===== src/rtl/blood_test_scheduler_if.sv =====
// Request/result bundle between the bedside sample sources and the shared-detector scheduler.
// Handshake: a sample on channel i transfers at the rising edge where reqValid[i] & reqReady[i];
// the source holds its sample stable until then, and resValid pulses once per captured result.
interface blood_test_scheduler_if #(
    parameter int NUM_CH = 4,
    parameter int CH_W   = 2
);
    logic [NUM_CH-1:0]   reqValid;
    logic [4*NUM_CH-1:0] reqPH;
    logic [3*NUM_CH-1:0] reqType;
    logic [NUM_CH-1:0]   reqReady;
    logic                resValid;
    logic [CH_W-1:0]     resChannel;
    logic                resAbnormal;

    modport master (
        output reqValid, reqPH, reqType,
        input  reqReady, resValid, resChannel, resAbnormal
    );

    modport slave (
        input  reqValid, reqPH, reqType,
        output reqReady, resValid, resChannel, resAbnormal
    );
endinterface


===== src/rtl/blood_test_scheduler.sv =====
// Round-robin scheduler sharing one combinational blood abnormality detector among NUM_CH
// channels; holds detector inputs for a settle window, reports the result, counts abnormals.
module blood_test_scheduler #(
    parameter int NUM_CH        = 4,
    parameter int CH_W          = 2,
    parameter int SETTLE_CYCLES = 2,
    parameter int CNT_WIDTH     = 8
) (
    input  logic                        clk,
    input  logic                        rst,
    blood_test_scheduler_if.slave       req,
    output logic [3:0]                  detPH,
    output logic [2:0]                  detType,
    input  logic                        detAbnormality,
    input  logic                        countClear,
    output logic [NUM_CH*CNT_WIDTH-1:0] abnormalCount,
    output logic                        busy,
    output logic [1:0]                  dbgState
);

    localparam int SC_W = (SETTLE_CYCLES > 1) ? $clog2(SETTLE_CYCLES) : 1;
    localparam logic [SC_W-1:0] SETTLE_LOAD = SC_W'(SETTLE_CYCLES - 1);

    typedef enum logic [1:0] {
        IDLE   = 2'd0,
        SETTLE = 2'd1,
        REPORT = 2'd2
    } state_t;

    state_t                state_q, state_d;
    logic [CH_W-1:0]       rr_ptr_q, rr_ptr_d;
    logic [3:0]            det_ph_q, det_ph_d;
    logic [2:0]            det_type_q, det_type_d;
    logic [CH_W-1:0]       res_ch_q, res_ch_d;
    logic                  res_abn_q, res_abn_d;
    logic                  res_valid_q, res_valid_d;
    logic [SC_W-1:0]       settle_q, settle_d;
    logic [CNT_WIDTH-1:0]  cnt_q [NUM_CH];
    logic [CNT_WIDTH-1:0]  cnt_d [NUM_CH];

    logic                  grant_any;
    logic [CH_W-1:0]       grant_idx;
    logic [NUM_CH-1:0]     grant_oh;
    logic [3:0]            sel_ph;
    logic [2:0]            sel_type;
    logic                  capture;

    // First asserted request after the last granted channel, wrapping modulo NUM_CH.
    function automatic logic [CH_W-1:0] rr_pick(input logic [NUM_CH-1:0] valid,
                                                input logic [CH_W-1:0]   ptr);
        logic [CH_W-1:0] sel;
        logic [CH_W-1:0] cand;
        logic            hit;
        int              idx;
        sel = '0;
        hit = 1'b0;
        for (int k = 1; k <= NUM_CH; k++) begin
            idx  = (int'(ptr) + k) % NUM_CH;
            cand = CH_W'(idx);
            if (!hit && valid[cand]) begin
                hit = 1'b1;
                sel = cand;
            end
        end
        return sel;
    endfunction

    always_comb begin
        grant_any = (state_q == IDLE) && (|req.reqValid);
        grant_idx = rr_pick(req.reqValid, rr_ptr_q);
        grant_oh  = '0;
        if (grant_any) grant_oh[grant_idx] = 1'b1;
        sel_ph   = '0;
        sel_type = '0;
        for (int i = 0; i < NUM_CH; i++) begin
            if (grant_idx == CH_W'(i)) begin
                sel_ph   = req.reqPH[4*i +: 4];
                sel_type = req.reqType[3*i +: 3];
            end
        end
    end

    always_comb begin
        state_d     = state_q;
        rr_ptr_d    = rr_ptr_q;
        det_ph_d    = det_ph_q;
        det_type_d  = det_type_q;
        res_ch_d    = res_ch_q;
        res_abn_d   = res_abn_q;
        res_valid_d = 1'b0;
        settle_d    = settle_q;
        capture     = 1'b0;
        case (state_q)
            IDLE: begin
                if (grant_any) begin
                    det_ph_d   = sel_ph;
                    det_type_d = sel_type;
                    res_ch_d   = grant_idx;
                    rr_ptr_d   = grant_idx;
                    settle_d   = SETTLE_LOAD;
                    state_d    = SETTLE;
                end
            end
            SETTLE: begin
                if (settle_q == '0) begin
                    capture     = 1'b1;
                    res_abn_d   = detAbnormality;
                    res_valid_d = 1'b1;
                    state_d     = REPORT;
                end else begin
                    settle_d = settle_q - SC_W'(1);
                end
            end
            REPORT:  state_d = IDLE;
            default: state_d = IDLE;
        endcase
    end

    // Clear beats a same-cycle increment; counters stick at all-ones.
    always_comb begin
        for (int i = 0; i < NUM_CH; i++) begin
            cnt_d[i] = cnt_q[i];
            if (countClear) begin
                cnt_d[i] = '0;
            end else if (capture && detAbnormality && (res_ch_q == CH_W'(i))
                         && (cnt_q[i] != {CNT_WIDTH{1'b1}})) begin
                cnt_d[i] = cnt_q[i] + CNT_WIDTH'(1);
            end
        end
    end

    always_ff @(posedge clk) begin
        if (rst) begin
            state_q     <= IDLE;
            rr_ptr_q    <= CH_W'(NUM_CH - 1);
            det_ph_q    <= '0;
            det_type_q  <= '0;
            res_ch_q    <= '0;
            res_abn_q   <= 1'b0;
            res_valid_q <= 1'b0;
            settle_q    <= '0;
            for (int i = 0; i < NUM_CH; i++) cnt_q[i] <= '0;
        end else begin
            state_q     <= state_d;
            rr_ptr_q    <= rr_ptr_d;
            det_ph_q    <= det_ph_d;
            det_type_q  <= det_type_d;
            res_ch_q    <= res_ch_d;
            res_abn_q   <= res_abn_d;
            res_valid_q <= res_valid_d;
            settle_q    <= settle_d;
            for (int i = 0; i < NUM_CH; i++) cnt_q[i] <= cnt_d[i];
        end
    end

    for (genvar g = 0; g < NUM_CH; g++) begin : g_cnt
        assign abnormalCount[CNT_WIDTH*g +: CNT_WIDTH] = cnt_q[g];
    end

    assign req.reqReady    = grant_oh;
    assign req.resValid    = res_valid_q;
    assign req.resChannel  = res_ch_q;
    assign req.resAbnormal = res_abn_q;
    assign detPH           = det_ph_q;
    assign detType         = det_type_q;
    assign busy            = (state_q != IDLE);
    assign dbgState        = state_q;

endmodule


===== src/flat_wrapper.sv =====
// flat-port wrapper written by rule: the top's interface ports become plain ports
module blood_test_scheduler_flat 
#(
    parameter int NUM_CH        = 4,
    parameter int CH_W          = 2,
    parameter int SETTLE_CYCLES = 2,
    parameter int CNT_WIDTH     = 8
)
  (clk, rst, detPH, detType, detAbnormality, countClear, abnormalCount, busy, dbgState, req_reqValid, req_reqPH, req_reqType, req_reqReady, req_resValid, req_resChannel, req_resAbnormal);
  blood_test_scheduler_if #(.NUM_CH(NUM_CH), .CH_W(CH_W)) req_i ();
  input  logic clk;
  input  logic rst;
  output logic [3:0] detPH;
  output logic [2:0] detType;
  input  logic detAbnormality;
  input  logic countClear;
  output logic [NUM_CH*CNT_WIDTH-1:0] abnormalCount;
  output logic busy;
  output logic [1:0] dbgState;
  input wire logic [$bits(req_i.reqValid)-1:0] req_reqValid;
  input wire logic [$bits(req_i.reqPH)-1:0] req_reqPH;
  input wire logic [$bits(req_i.reqType)-1:0] req_reqType;
  output wire logic [$bits(req_i.reqReady)-1:0] req_reqReady;
  output wire logic [$bits(req_i.resValid)-1:0] req_resValid;
  output wire logic [$bits(req_i.resChannel)-1:0] req_resChannel;
  output wire logic [$bits(req_i.resAbnormal)-1:0] req_resAbnormal;
  assign req_i.reqValid = req_reqValid;
  assign req_i.reqPH = req_reqPH;
  assign req_i.reqType = req_reqType;
  assign req_reqReady = req_i.reqReady;
  assign req_resValid = req_i.resValid;
  assign req_resChannel = req_i.resChannel;
  assign req_resAbnormal = req_i.resAbnormal;
  blood_test_scheduler #(.NUM_CH(NUM_CH), .CH_W(CH_W), .SETTLE_CYCLES(SETTLE_CYCLES), .CNT_WIDTH(CNT_WIDTH)) u_core (.clk(clk), .rst(rst), .req(req_i), .detPH(detPH), .detType(detType), .detAbnormality(detAbnormality), .countClear(countClear), .abnormalCount(abnormalCount), .busy(busy), .dbgState(dbgState));
endmodule

===== config.mk =====
export PLATFORM = sky130hd
export DESIGN_NAME = blood_test_scheduler_flat
export DESIGN_NICKNAME = d
export VERILOG_FILES = /design/src/rtl/blood_test_scheduler_if.sv /design/src/rtl/blood_test_scheduler.sv /design/src/flat_wrapper.sv
export SDC_FILE = /design/constraint.sdc
export NUM_CORES = 1
export LEC_CHECK = 0
export ABC_AREA = 1
export CAP_MARGIN = 25
export CORE_UTILIZATION = 50
export DETAILED_ROUTE_END_ITERATION = 12
export MAX_ROUTING_LAYER = met4
export PLACE_DENSITY = 0.95
export REMOVE_ABC_BUFFERS = 1
export SLEW_MARGIN = 0
export SYNTH_ARGS = -nofsm -noshare
export SYNTH_HDL_FRONTEND = slang
export SYNTH_SLANG_ARGS = --single-unit

===== constraint.sdc =====
create_clock -name clk -period 3.2 [get_ports clk]
set_input_delay 0.64 -clock clk [delete_from_list [all_inputs] [get_ports clk]]
set_output_delay 0.64 -clock clk [all_outputs]
set_load 0.05 [all_outputs]

==> results_dict.tcl <==
set metrics [dict create \
    antenna_left 0 \
    ios 86 \
    gp_congestion 0.893 \
    slew_viol_final 0 \
    clk_pin_slew_worst_paths_ps 70 \
    overflow 0 \
    crit_path_end_kind "output pin" \
    drv_cap 0 \
    worstPathArrival_ps 2440 \
    via_per_inst 5.25 \
    final.period_utilization 0.963 \
    initial_core_util 0.518 \
    ctsRootBufferMaster "clkbuf_8" \
    dp_hpwl_um 5370 \
    htreeDepth 2 \
    synth.distinct_cells 38 \
    seq_area_frac_synth 0.363 \
    antenna_found_initial 0 \
    synth_edf_count 0 \
    async_flop_share 0 \
    cp-start-kind "input port" \
    setup_viol 0 \
    fin_crit_ps 3080 \
    power.density_nw_per_um2 690 \
    synth_common_cells "95 x nand2_1, 49 x inv_1, 48 x dfxtp_1, 30 x nor2_1, 25 x a21oi_1" \
    syn_area_um2 2640 \
    grt_pass1_wl_um 11100 \
    layout.cells.non_filler 541 \
    slew_headroom 0.491 \
    synth_area_leaders "dfxtp_1 36%, nand2_1 13%, inv_1 7.0%" \
    dp_cells 532 \
    layout.nets 511 \
    grt_usage 0.265 \
    finalWirelength_um 6960 \
    clock_latency_ps 300 \
    status "complete, no violations" \
    area_growth_pct 39.9 \
    synth-main-ff-cell "dfxtp_1" \
    clock.fmax_mhz 324 \
    wl_per_cell_um 12.9 \
    final_core_util 0.724 \
    drive_gt1_frac 0.115 \
    clkSinkCount 48 \
    holdCritPathClass "flip-flop to flip-flop" \
    ys_seq_elements 48 \
    critPathKind "input port to output pin" \
    antenna_cells_inserted 0 \
    yosysTopAreaCell "dfxtp_1" \
    cts_buffers 5 \
    yosys.area.top_type_share 0.363 \
    num_rows 26 \
    cp_max_fo 9 \
    skew_ps 7.92 \
    ctsHoldBuffers 0 \
    grt_pass1_vias 2614 \
    tritoncts "done" \
    synth_cells 379 \
    hold_violations 0 \
    worst_pin_slew_ps 760 \
    die-area_um2 5580 \
    grt_max_degree 14 \
    ir_worst_vdd_uv 723 \
    ctsLongestPathBuffers 2 \
    die_w_um 74.7 \
    yosysWarnings 0 \
    core_area_um2 5110 \
    drc 0 \
    vias 2839 \
    yosysMostFrequentCell "nand2_1" \
    portBuffers 85 \
    leakagePower_uw 0.00146 \
    dr.pass1.iters 4 \
    cp_data_required_time_ps 2560 \
    worst-r2r-setup-slack_ps 920 \
    synth_area_per_cell_um2 6.98 \
    drtIter0Drc 181 \
    die_y_um 74.7 \
]
routing by layer:
layer	up-vias	global-route usage	wire length, um
li1	1431	-	-
met1	1290	0.309	2870
met2	104	0.448	3590
met3	14	0.0549	354
met4	0	0.101	140
met5	-	-	0
area by class of cell:
class / instances / area [um2]
clock inverters: 1 / 5.00
flip-flops and latches: 48 / 961
repair buffers: 93 / 951
multi-input cells: 271 / 1420
fillers: 398 / 1410
inverters: 52 / 200
well taps: 70 / 87.6
clock buffers: 6 / 72.6
report_power, final:
| part | internal [uW] | switching (uW) |
|---|---|---|
| clock | 149 | 186 |
| sequential | 662 | 69.1 |
| combinational | 542 | 943 |
| total | 1350 | 1200 |
cell usage in the layout, fill, tap and decap left out, drive strengths merged:
cell type,n
nand2,105
clkdlybuf4s50,81
inv,52
dfxtp,48
nor2,35
a21oi,30
o21ai,28
nand3,24
nor3,15
buf,12
nand4,10
clkbuf,6
nor4,5
ha,4
a31oi,4
nor3b,2
o211ai,2
o21a,2
nand3b,1
o2111ai,1
xor2,1
a221oi,1
a21o,1
clkinv,1
flip-flops by register name (all words and copies together), names as in the netlist:
| register | count |
|---|---|
| u_core.cnt_q | 32 |
| u_core.detPH | 4 |
| u_core.detType | 3 |
| u_core.dbgState | 2 |
| u_core.req.resChannel | 2 |
| u_core.rr_ptr_q | 2 |
| u_core.req.resAbnormal | 1 |
| u_core.req.resValid | 1 |
| u_core.settle_q | 1 |
logic make-up after synthesis:
group           after synthesis  share of synthesized area
xor+xnor                      1                    0.00331
buf+inv                      60                      0.101
simple gates                197                      0.360
fa+ha+maj                     4                     0.0189
compound gates               69                      0.153
flops                        48                      0.363
critical path, cell delays in order:
cell             delay [ps]
clkdlybuf4s50_1         550
nand2_1                  90
nand2_2                 140
nand2_4                  80
nand2_1                  60
nand2_1                  40
nand2_1                  90
inv_1                    60
nand2_2                 160
nand2_1                 150
nor2_1                  210
buf_12                  170
path summary, 6_finish.rpt:
path                                        start                               to  depth (start not counted)
setup / recovery                  req_reqValid[2]                  req_reqReady[2]                         12
hold / removal    u_core.cnt_q[0][4]$_SDFFE_PP0P_  u_core.cnt_q[0][4]$_SDFFE_PP0P_                          2
setup reg to reg  u_core.rr_ptr_q[0]$_SDFFE_PP1P_     u_core.detPH[0]$_SDFFE_PP0P_                         15
hold reg to reg   u_core.cnt_q[0][4]$_SDFFE_PP0P_  u_core.cnt_q[0][4]$_SDFFE_PP0P_                          2
repair_timing:
action / in CTS / in global routing
buffers inserted: 0 / 2
endpoints found under the setup margin: 0 / 3
gates resized for setup: 0 / 2
metrics by stage:
step	total power, uW	cell area [um2]	hold slack (ps)	setup WS, ps	TNS (ps)
after CTS	2490	3680	473	94.5	0
after floorplan	1670	2580	452	-329	-329
after global routing	2680	3700	501	-11.8	-12.1
after detailed placement	2150	3600	455	109	0
final	2550	3700	471	117	0
after global placement	2100	3600	452	180	0
Power figures use the tool's default switching activity.
